<file path="config.mk">
export PLATFORM = sky130hd
export DESIGN_NAME = mcpu_ctrl_fsm
export DESIGN_NICKNAME = d
export VERILOG_FILES = /design/src/rtl/mcpu_pkg.sv /design/src/rtl/mcpu_alu_decode.sv /design/src/rtl/mcpu_ctrl_fsm.sv
export SDC_FILE = /design/constraint.sdc
export NUM_CORES = 1
export LEC_CHECK = 0
export BUFFER_PORTS_ARGS = -buffer_cell sky130_fd_sc_hd__clkbuf_2
export CORE_ASPECT_RATIO = 1.4
export CORE_UTILIZATION = 48
export DETAILED_ROUTE_END_ITERATION = 10
export PLACE_DENSITY_LB_ADDON = 0.2
export SETUP_SLACK_MARGIN = 0.3
export SLEW_MARGIN = 20
export SYNTH_ARGS = -nofsm -noshare
export SYNTH_HDL_FRONTEND = slang
export SYNTH_SLANG_ARGS = --single-unit
</file>
<file path="constraint.sdc">
create_clock -name clk -period 2 [get_ports clk]
set_input_delay 0.1 -clock clk [delete_from_list [all_inputs] [get_ports clk]]
set_output_delay 0.1 -clock clk [all_outputs]
set_load 0.005 [all_outputs]
</file>
<file path="src/rtl/mcpu_pkg.sv">
// rtl/mcpu_pkg.sv - opcode, ALU, immediate and state encodings for the multi-cycle RV32I control unit
package mcpu_pkg;

  localparam logic [4:0] OP_R      = 5'b01100;
  localparam logic [4:0] OP_I      = 5'b00100;
  localparam logic [4:0] OP_LOAD   = 5'b00000;
  localparam logic [4:0] OP_STORE  = 5'b01000;
  localparam logic [4:0] OP_BRANCH = 5'b11000;
  localparam logic [4:0] OP_JALR   = 5'b11001;
  localparam logic [4:0] OP_JAL    = 5'b11011;
  localparam logic [4:0] OP_LUI    = 5'b01101;
  localparam logic [4:0] OP_AUIPC  = 5'b00101;

  localparam logic [3:0] ALU_ADD  = 4'b0010;
  localparam logic [3:0] ALU_SUB  = 4'b0110;
  localparam logic [3:0] ALU_SLL  = 4'b1110;
  localparam logic [3:0] ALU_SLT  = 4'b0111;
  localparam logic [3:0] ALU_SLTU = 4'b1001;
  localparam logic [3:0] ALU_XOR  = 4'b1100;
  localparam logic [3:0] ALU_SRL  = 4'b1101;
  localparam logic [3:0] ALU_SRA  = 4'b1111;
  localparam logic [3:0] ALU_OR   = 4'b0001;
  localparam logic [3:0] ALU_AND  = 4'b0000;

  localparam logic [2:0] IMM_NONE = 3'b000;
  localparam logic [2:0] IMM_I    = 3'b001;
  localparam logic [2:0] IMM_S    = 3'b010;
  localparam logic [2:0] IMM_B    = 3'b011;
  localparam logic [2:0] IMM_J    = 3'b100;
  localparam logic [2:0] IMM_U    = 3'b101;

  typedef enum logic [2:0] {S_IF, S_ID, S_EX, S_MEM, S_WB, S_TRAP} state_e;

  typedef enum logic [3:0] {
    CL_R, CL_I, CL_LOAD, CL_STORE, CL_BRANCH,
    CL_JAL, CL_JALR, CL_LUI, CL_AUIPC, CL_ILLEGAL
  } op_class_e;

  // ADD is forced for address/PC arithmetic; R and I follow Fun3/Fun7.
  typedef enum logic [1:0] {ALU_CLS_ADD, ALU_CLS_R, ALU_CLS_I} alu_cls_e;

  function automatic op_class_e op_class(input logic [4:0] op);
    case (op)
      OP_R:      return CL_R;
      OP_I:      return CL_I;
      OP_LOAD:   return CL_LOAD;
      OP_STORE:  return CL_STORE;
      OP_BRANCH: return CL_BRANCH;
      OP_JAL:    return CL_JAL;
      OP_JALR:   return CL_JALR;
      OP_LUI:    return CL_LUI;
      OP_AUIPC:  return CL_AUIPC;
      default:   return CL_ILLEGAL;
    endcase
  endfunction

  function automatic logic [2:0] imm_sel(input op_class_e cls);
    case (cls)
      CL_I, CL_LOAD, CL_JALR: return IMM_I;
      CL_STORE:               return IMM_S;
      CL_BRANCH:              return IMM_B;
      CL_JAL:                 return IMM_J;
      CL_LUI, CL_AUIPC:       return IMM_U;
      default:                return IMM_NONE;
    endcase
  endfunction

endpackage

</file>
<file path="src/rtl/mcpu_alu_decode.sv">
// rtl/mcpu_alu_decode.sv - {class,Fun3,Fun7} to ALU_Control, shared with the single-cycle core
module mcpu_alu_decode
  import mcpu_pkg::*;
(
  input  logic [1:0] cls_i,
  input  logic [2:0] fun3_i,
  input  logic       fun7_i,
  output logic [3:0] alu_ctrl_o
);

  always_comb begin
    alu_ctrl_o = ALU_ADD;
    if (cls_i != ALU_CLS_ADD) begin
      case (fun3_i)
        // Immediate ops have no SUBI, so Fun7 only selects SUB for register ops.
        3'b000:  alu_ctrl_o = (cls_i == ALU_CLS_R && fun7_i) ? ALU_SUB : ALU_ADD;
        3'b001:  alu_ctrl_o = ALU_SLL;
        3'b010:  alu_ctrl_o = ALU_SLT;
        3'b011:  alu_ctrl_o = ALU_SLTU;
        3'b100:  alu_ctrl_o = ALU_XOR;
        3'b101:  alu_ctrl_o = fun7_i ? ALU_SRA : ALU_SRL;
        3'b110:  alu_ctrl_o = ALU_OR;
        default: alu_ctrl_o = ALU_AND;
      endcase
    end
  end

endmodule

</file>
<file path="src/rtl/mcpu_ctrl_fsm.sv">
// rtl/mcpu_ctrl_fsm.sv - multi-cycle RV32I control FSM with bus timeout, illegal trap and instret
module mcpu_ctrl_fsm
  import mcpu_pkg::*;
#(
  parameter int MEM_TIMEOUT = 16,
  parameter int CNT_W       = 32
) (
  input  logic             clk,
  input  logic             rst,
  input  logic [4:0]       OPcode,
  input  logic [2:0]       Fun3,
  input  logic             Fun7,
  input  logic             MIO_ready,
  input  logic             cmp_taken,
  output logic             PCWrite,
  output logic [1:0]       PCSource,
  output logic             IRWrite,
  output logic             IorD,
  output logic             CPU_MIO,
  output logic             MemRW,
  output logic [1:0]       ALUSrc_A,
  output logic [1:0]       ALUSrc_B,
  output logic [2:0]       ImmSel,
  output logic [3:0]       ALU_Control,
  output logic             RegWrite,
  output logic [1:0]       MemtoReg,
  output logic             trap,
  output logic             trap_cause,
  output logic [CNT_W-1:0] instret
);

  localparam int WAIT_W = (MEM_TIMEOUT > 1) ? $clog2(MEM_TIMEOUT) : 1;

  state_e            state_q, state_d;
  logic [WAIT_W-1:0] wait_q;
  logic              trap_q, cause_q;
  logic [CNT_W-1:0]  instret_q;

  op_class_e  cls;
  logic [1:0] alu_cls;
  logic [3:0] alu_ctrl;
  logic       mem_phase;
  logic       timeout;
  logic       illegal;

  assign cls       = op_class(OPcode);
  assign mem_phase = (state_q == S_IF) || (state_q == S_MEM);
  assign timeout   = (MEM_TIMEOUT != 0) && mem_phase && !MIO_ready &&
                     (wait_q == WAIT_W'(MEM_TIMEOUT - 1));
  // Fun3 010/011 have no branch comparator meaning.
  assign illegal   = (cls == CL_ILLEGAL) || (cls == CL_BRANCH && Fun3[2:1] == 2'b01);

  always_comb begin
    alu_cls = ALU_CLS_ADD;
    if (state_q == S_EX && cls == CL_R)      alu_cls = ALU_CLS_R;
    else if (state_q == S_EX && cls == CL_I) alu_cls = ALU_CLS_I;
  end

  mcpu_alu_decode u_alu_decode (
    .cls_i      (alu_cls),
    .fun3_i     (Fun3),
    .fun7_i     (Fun7),
    .alu_ctrl_o (alu_ctrl)
  );

  always_comb begin
    state_d = state_q;
    case (state_q)
      S_IF: begin
        if (MIO_ready)    state_d = S_ID;
        else if (timeout) state_d = S_TRAP;
      end
      S_ID: state_d = illegal ? S_TRAP : S_EX;
      S_EX: begin
        case (cls)
          CL_R, CL_I, CL_AUIPC: state_d = S_WB;
          CL_LOAD, CL_STORE:    state_d = S_MEM;
          default:              state_d = S_IF;
        endcase
      end
      S_MEM: begin
        if (MIO_ready)    state_d = (cls == CL_LOAD) ? S_WB : S_IF;
        else if (timeout) state_d = S_TRAP;
      end
      S_WB:    state_d = S_IF;
      default: state_d = S_TRAP;
    endcase
  end

  always_ff @(posedge clk or posedge rst) begin
    if (rst) begin
      state_q   <= S_IF;
      wait_q    <= '0;
      trap_q    <= 1'b0;
      cause_q   <= 1'b0;
      instret_q <= '0;
    end else begin
      state_q <= state_d;
      if (mem_phase && !MIO_ready && state_d == state_q) wait_q <= wait_q + 1'b1;
      else                                               wait_q <= '0;
      if (state_d == S_TRAP && state_q != S_TRAP) begin
        trap_q  <= 1'b1;
        cause_q <= mem_phase;
      end
      if (state_d == S_IF && (state_q == S_EX || state_q == S_MEM || state_q == S_WB))
        instret_q <= instret_q + 1'b1;
    end
  end

  // Reset forces every output low immediately, aborting any bus access in flight.
  always_comb begin
    PCWrite     = 1'b0;
    PCSource    = 2'b00;
    IRWrite     = 1'b0;
    IorD        = 1'b0;
    CPU_MIO     = 1'b0;
    MemRW       = 1'b0;
    ALUSrc_A    = 2'b00;
    ALUSrc_B    = 2'b00;
    ImmSel      = IMM_NONE;
    ALU_Control = 4'b0000;
    RegWrite    = 1'b0;
    MemtoReg    = 2'b00;
    if (!rst) begin
      case (state_q)
        S_IF: begin
          CPU_MIO     = 1'b1;
          ALUSrc_A    = 2'b01;
          ALUSrc_B    = 2'b01;
          ALU_Control = alu_ctrl;
          if (MIO_ready) begin
            IRWrite = 1'b1;
            PCWrite = 1'b1;
          end
        end
        S_ID: begin
          ALUSrc_A    = 2'b10;
          ALUSrc_B    = 2'b10;
          ImmSel      = imm_sel(cls);
          ALU_Control = alu_ctrl;
        end
        S_EX: begin
          ImmSel = imm_sel(cls);
          case (cls)
            CL_R: ALU_Control = alu_ctrl;
            CL_I, CL_LOAD, CL_STORE: begin
              ALUSrc_B    = 2'b10;
              ALU_Control = alu_ctrl;
            end
            CL_BRANCH: begin
              if (cmp_taken) begin
                PCWrite  = 1'b1;
                PCSource = 2'b01;
              end
            end
            CL_JAL: begin
              RegWrite = 1'b1;
              MemtoReg = 2'b10;
              PCWrite  = 1'b1;
              PCSource = 2'b01;
            end
            CL_JALR: begin
              ALUSrc_B    = 2'b10;
              ALU_Control = alu_ctrl;
              PCWrite     = 1'b1;
              PCSource    = 2'b10;
              RegWrite    = 1'b1;
              MemtoReg    = 2'b10;
            end
            CL_LUI: begin
              RegWrite = 1'b1;
              MemtoReg = 2'b11;
            end
            CL_AUIPC: begin
              ALUSrc_A    = 2'b10;
              ALUSrc_B    = 2'b10;
              ALU_Control = alu_ctrl;
            end
            default: ;
          endcase
        end
        S_MEM: begin
          CPU_MIO = 1'b1;
          IorD    = 1'b1;
          MemRW   = (cls == CL_STORE);
        end
        S_WB: begin
          RegWrite = 1'b1;
          MemtoReg = (cls == CL_LOAD) ? 2'b01 : 2'b00;
        end
        default: ;
      endcase
    end
  end

  assign trap       = trap_q;
  assign trap_cause = cause_q;
  assign instret    = instret_q;

endmodule

</file>
==> out/metrics.yaml <==
timing:
  final.min_clock_period_ps: 2360
  slew_viol_final: 0
  fin_skew_ps: 6.89
  period_share_pct: 118
  max_freq_ghz: 0.423
  setup_viol: 40
  finalHoldViolCount: 0
  final.setup.worst_slack_ps: -363
  worstMarginPinSlew_ps: 695
  grt_setup_unrepaired: "true"
  setup_tns_ps: -10520
  slew_headroom_pct: 53.5
setup_path:
  r2r-start: "wait_q[0]"
  crit_path_start_kind: "register"
  critical_path_buf_inv_count: 3
  setup.worst_path.end_class: "register"
  slowest_stage: "dfrtp_1"
  crit_type: "reg -> reg"
  crit_cells: 10
  cp_top_family: "simple AND/OR/NAND/NOR gates"
  max_stage_delay_ps: 410
  required_ps: 2230
  cp_cell_sequence: "ha_1 > and4b_1 > a31oi_4 > o211a_1 > nand3_4 > buf_6 > buf_6 > buf_16 > nor4_4 > xnor2_1"
  regToRegEndpoint: "instret[27]"
  crit_path_frequent_cell: "buf_6"
  reg2reg_depth: 10
  r2r_slack_ps: -360
  worstPathArrival_ps: 2600
  crit_path_max_fanout: 5
floorplanning:
  dieArea_um2: 5830
  fp.dieW_um: 64.8
  coreArea_um2: 5240
  row_count: 31
  die_height_um: 90.0
  initial_core_util_pct: 50.7
  ioPinCount: 68
power_and_ir_drop:
  pwr-share-seq_pct: 46.0
  leakage_nw: 2.51
  switching_power_w: 0.000459
  clkPwrFrac_pct: 40.9
  power_frac_comb_pct: 13.1
  power_density_nw_per_um2: 394
  max-vdd-ir-drop_uv: 334
  p_int_w: 0.00134
  switching_share_pct: 25.5
clocking:
  htree_levels: 2
  cts.path.max_buffers: 2
  numCtsBuffers: 5
  clk_latency_ps: 310
  cts.clk_slew.worst_paths_ps: 90
  cts.sink_count: 41
  root_buffer: "clkbuf_8"
  cts_tree: "done"
yosys:
  ys_ff_latch: 41
  syn_area_um2: 2650
  yosysSeqAreaShare_pct: 38.7
  ys.flop_type: "dfrtp_1"
  synth-edff-count: 0
  synth.distinct_cells: 53
  postSynthCellCount: 295
  synth-async-reset-ratio_pct: 100
  synth_area_per_cell_um2: 9.00
  synth_warnings: 0
  syn-num-nets: 315
placement:
  place_congestion: 0.867
  post-dp-hpwl_um: 4970
  port_buffers: 67
drt:
  dr.pass1.iters: 4
  wl_per_cell_um: 19.6
  drc_errors: 0
  vias: 3057
  drtIter0Drc: 190
  vias_per_cell: 5.98
  drt_wl_total_um: 10000
  detail-route-antenna-nets: 0
hold_path:
  hold_path_startpoint: "MIO_ready"
  hold_end: "wait_q[1]"
  hold_depth: 5
  hold_class: "in -> reg"
final_layout:
  syn_to_final_growth_pct: 72.5
  drive_gt1_share_pct: 54.4
  fin_util_pct: 87.4
  diodes: 0
  nNetsFinal: 464
run_status:
  violations: "negative setup slack"
  status: "finished, violations left"
run:
  drv_cap: 0
global_routing:
  grt_pass1_wl_um: 14400
  grtUsageTotal_pct: 31.7
  antenna_found_initial: 0
  grt.overflow.total: 0
  grt_max_degree: 42
  grt_pass1_vias: 2946
logic make-up (layout without fill, tap and decap cells):
group / after synthesis / count (layout) / synth area share, %
XOR/XNOR: 37 / 37 / 12.2
buffers and inverters: 24 / 174 / 4.86
multiplexers: 2 / 2 / 0.801
flip-flops: 41 / 41 / 38.7
AO/OA/AOI/OAI: 44 / 44 / 11.4
AND/OR/NAND/NOR: 140 / 140 / 28.8
adder cells (fa/ha/maj): 7 / 7 / 3.30
metal layers:
metal / track usage (%) / vias up / part of all wire (%)
li1: - / 1353 / -
met1: 36.0 / 1499 / 37
met2: 57.9 / 156 / 54
met3: 3.43 / 49 / 4.9
met4: 13.1 / 0 / 4.7
met5: 0 / - / 0
metrics by stage:
stage	hold slack, ps	area, um2	std cells	total power, W	setup WS [ps]
after floorplan	234	2810	295	0.000943	-423
after global placement	301	3470	459	0.00101	-396
after detailed placement	304	3470	459	0.00101	-464
after CTS	440	4270	496	0.00175	-271
after global routing	488	4580	511	0.00186	-473
final	471	4580	511	0.00180	-363
how the worst max path moves through the flow:
stage	slack, ps	endpoint	startpoint
2_1_floorplan	-420	instret[1]	OPcode[2]
3_3_place_gp	-400	instret[17]	OPcode[2]
3_5_place_dp	-460	instret[31]	OPcode[0]
4_1_cts	-270	ALU_Control[2]	OPcode[2]
5_1_grt	-470	ALU_Control[2]	OPcode[2]
6_report	-360	instret[27]	wait_q[0]
area by class of cell:
cell class,count,area (um2)
tap,66,82.6
sequential,41,1030
clock buffer,6,82.6
fill,244,659
clock inverter,2,37.5
inverter,10,40.0
multi-input combinational,230,2060
timing repair buffer,156,1240
cell usage in the layout, fill, tap and decap left out, types with 7 or more instances in the layout:
| master | count |
|---|---|
| nand2_1 | 22 |
| xor2_1 | 29 |
| nor2_1 | 23 |
| nor3_4 | 10 |
| buf_4 | 57 |
| inv_1 | 7 |
| clkbuf_2 | 57 |
| nand3_1 | 12 |
| nor2b_1 | 8 |
| nor4_4 | 14 |
| buf_2 | 7 |
| xnor2_1 | 7 |
| buf_6 | 26 |
| dfrtp_1 | 38 |
tightest hold or removal path, cell delays in order:
cell and delay (ps):
clkbuf_2 120, buf_4 160, a31oi_1 60, buf_4 140, and3_1 160
sequential cells by signal (all words and copies together), names as in the netlist:
register,cells
instret,32
state_q,3
trap,1
trap_cause,1
wait_q,4
synthesized netlist by cell type, types with 2 or more instances:
cell type,n,area share (%)
o21ai_0,6,1.1
dfrtp_1,41,39
nor3_1,17,3.2
xnor2_1,8,2.6
a22oi_1,2,0.57
inv_1,10,1.4
nand2b_1,4,0.94
a31oi_1,7,1.7
a32o_1,2,0.75
a21oi_1,9,1.7
or3_1,5,1.2
nor2b_1,9,2.1
clkbuf_1,5,0.71
nor4_2,5,2.4
a32oi_1,3,0.99
and3_1,2,0.47
o211ai_1,2,0.57
nand3_1,14,2.6
nand2_1,26,3.7
ha_1,7,3.3
a21o_1,2,0.57
o21a_1,2,0.57
and2_1,2,0.47
buf_2,4,0.75
xor2_1,29,9.6
buf_6,4,1.7
nand4_1,6,1.4
nor4_1,9,2.1
nor2_1,29,4.1
power by group through the flow:
stage	clock, W	combinational (W)	sequential [W]
floorplan	0	0.0000984	0.000845
global placement	0	0.000161	0.000845
detailed placement	0	0.000162	0.000845
CTS	0.000715	0.000208	0.000828
global route	0.000779	0.000254	0.000828
finish	0.000738	0.000236	0.000828
timing repair:
| action | 4_1_cts | 5_1_grt |
|---|---|---|
| buffers inserted | 24 | 15 |
| endpoints found under the setup margin | 52 | 54 |
| hold buffers | 1 | 0 |
| gates cloned | 4 | 0 |
| pin swaps | 45 | 42 |
| hold endpoints to repair | 41 | 0 |
| gates resized for setup | 73 | 49 |
(Power assumes the default switching activity.)
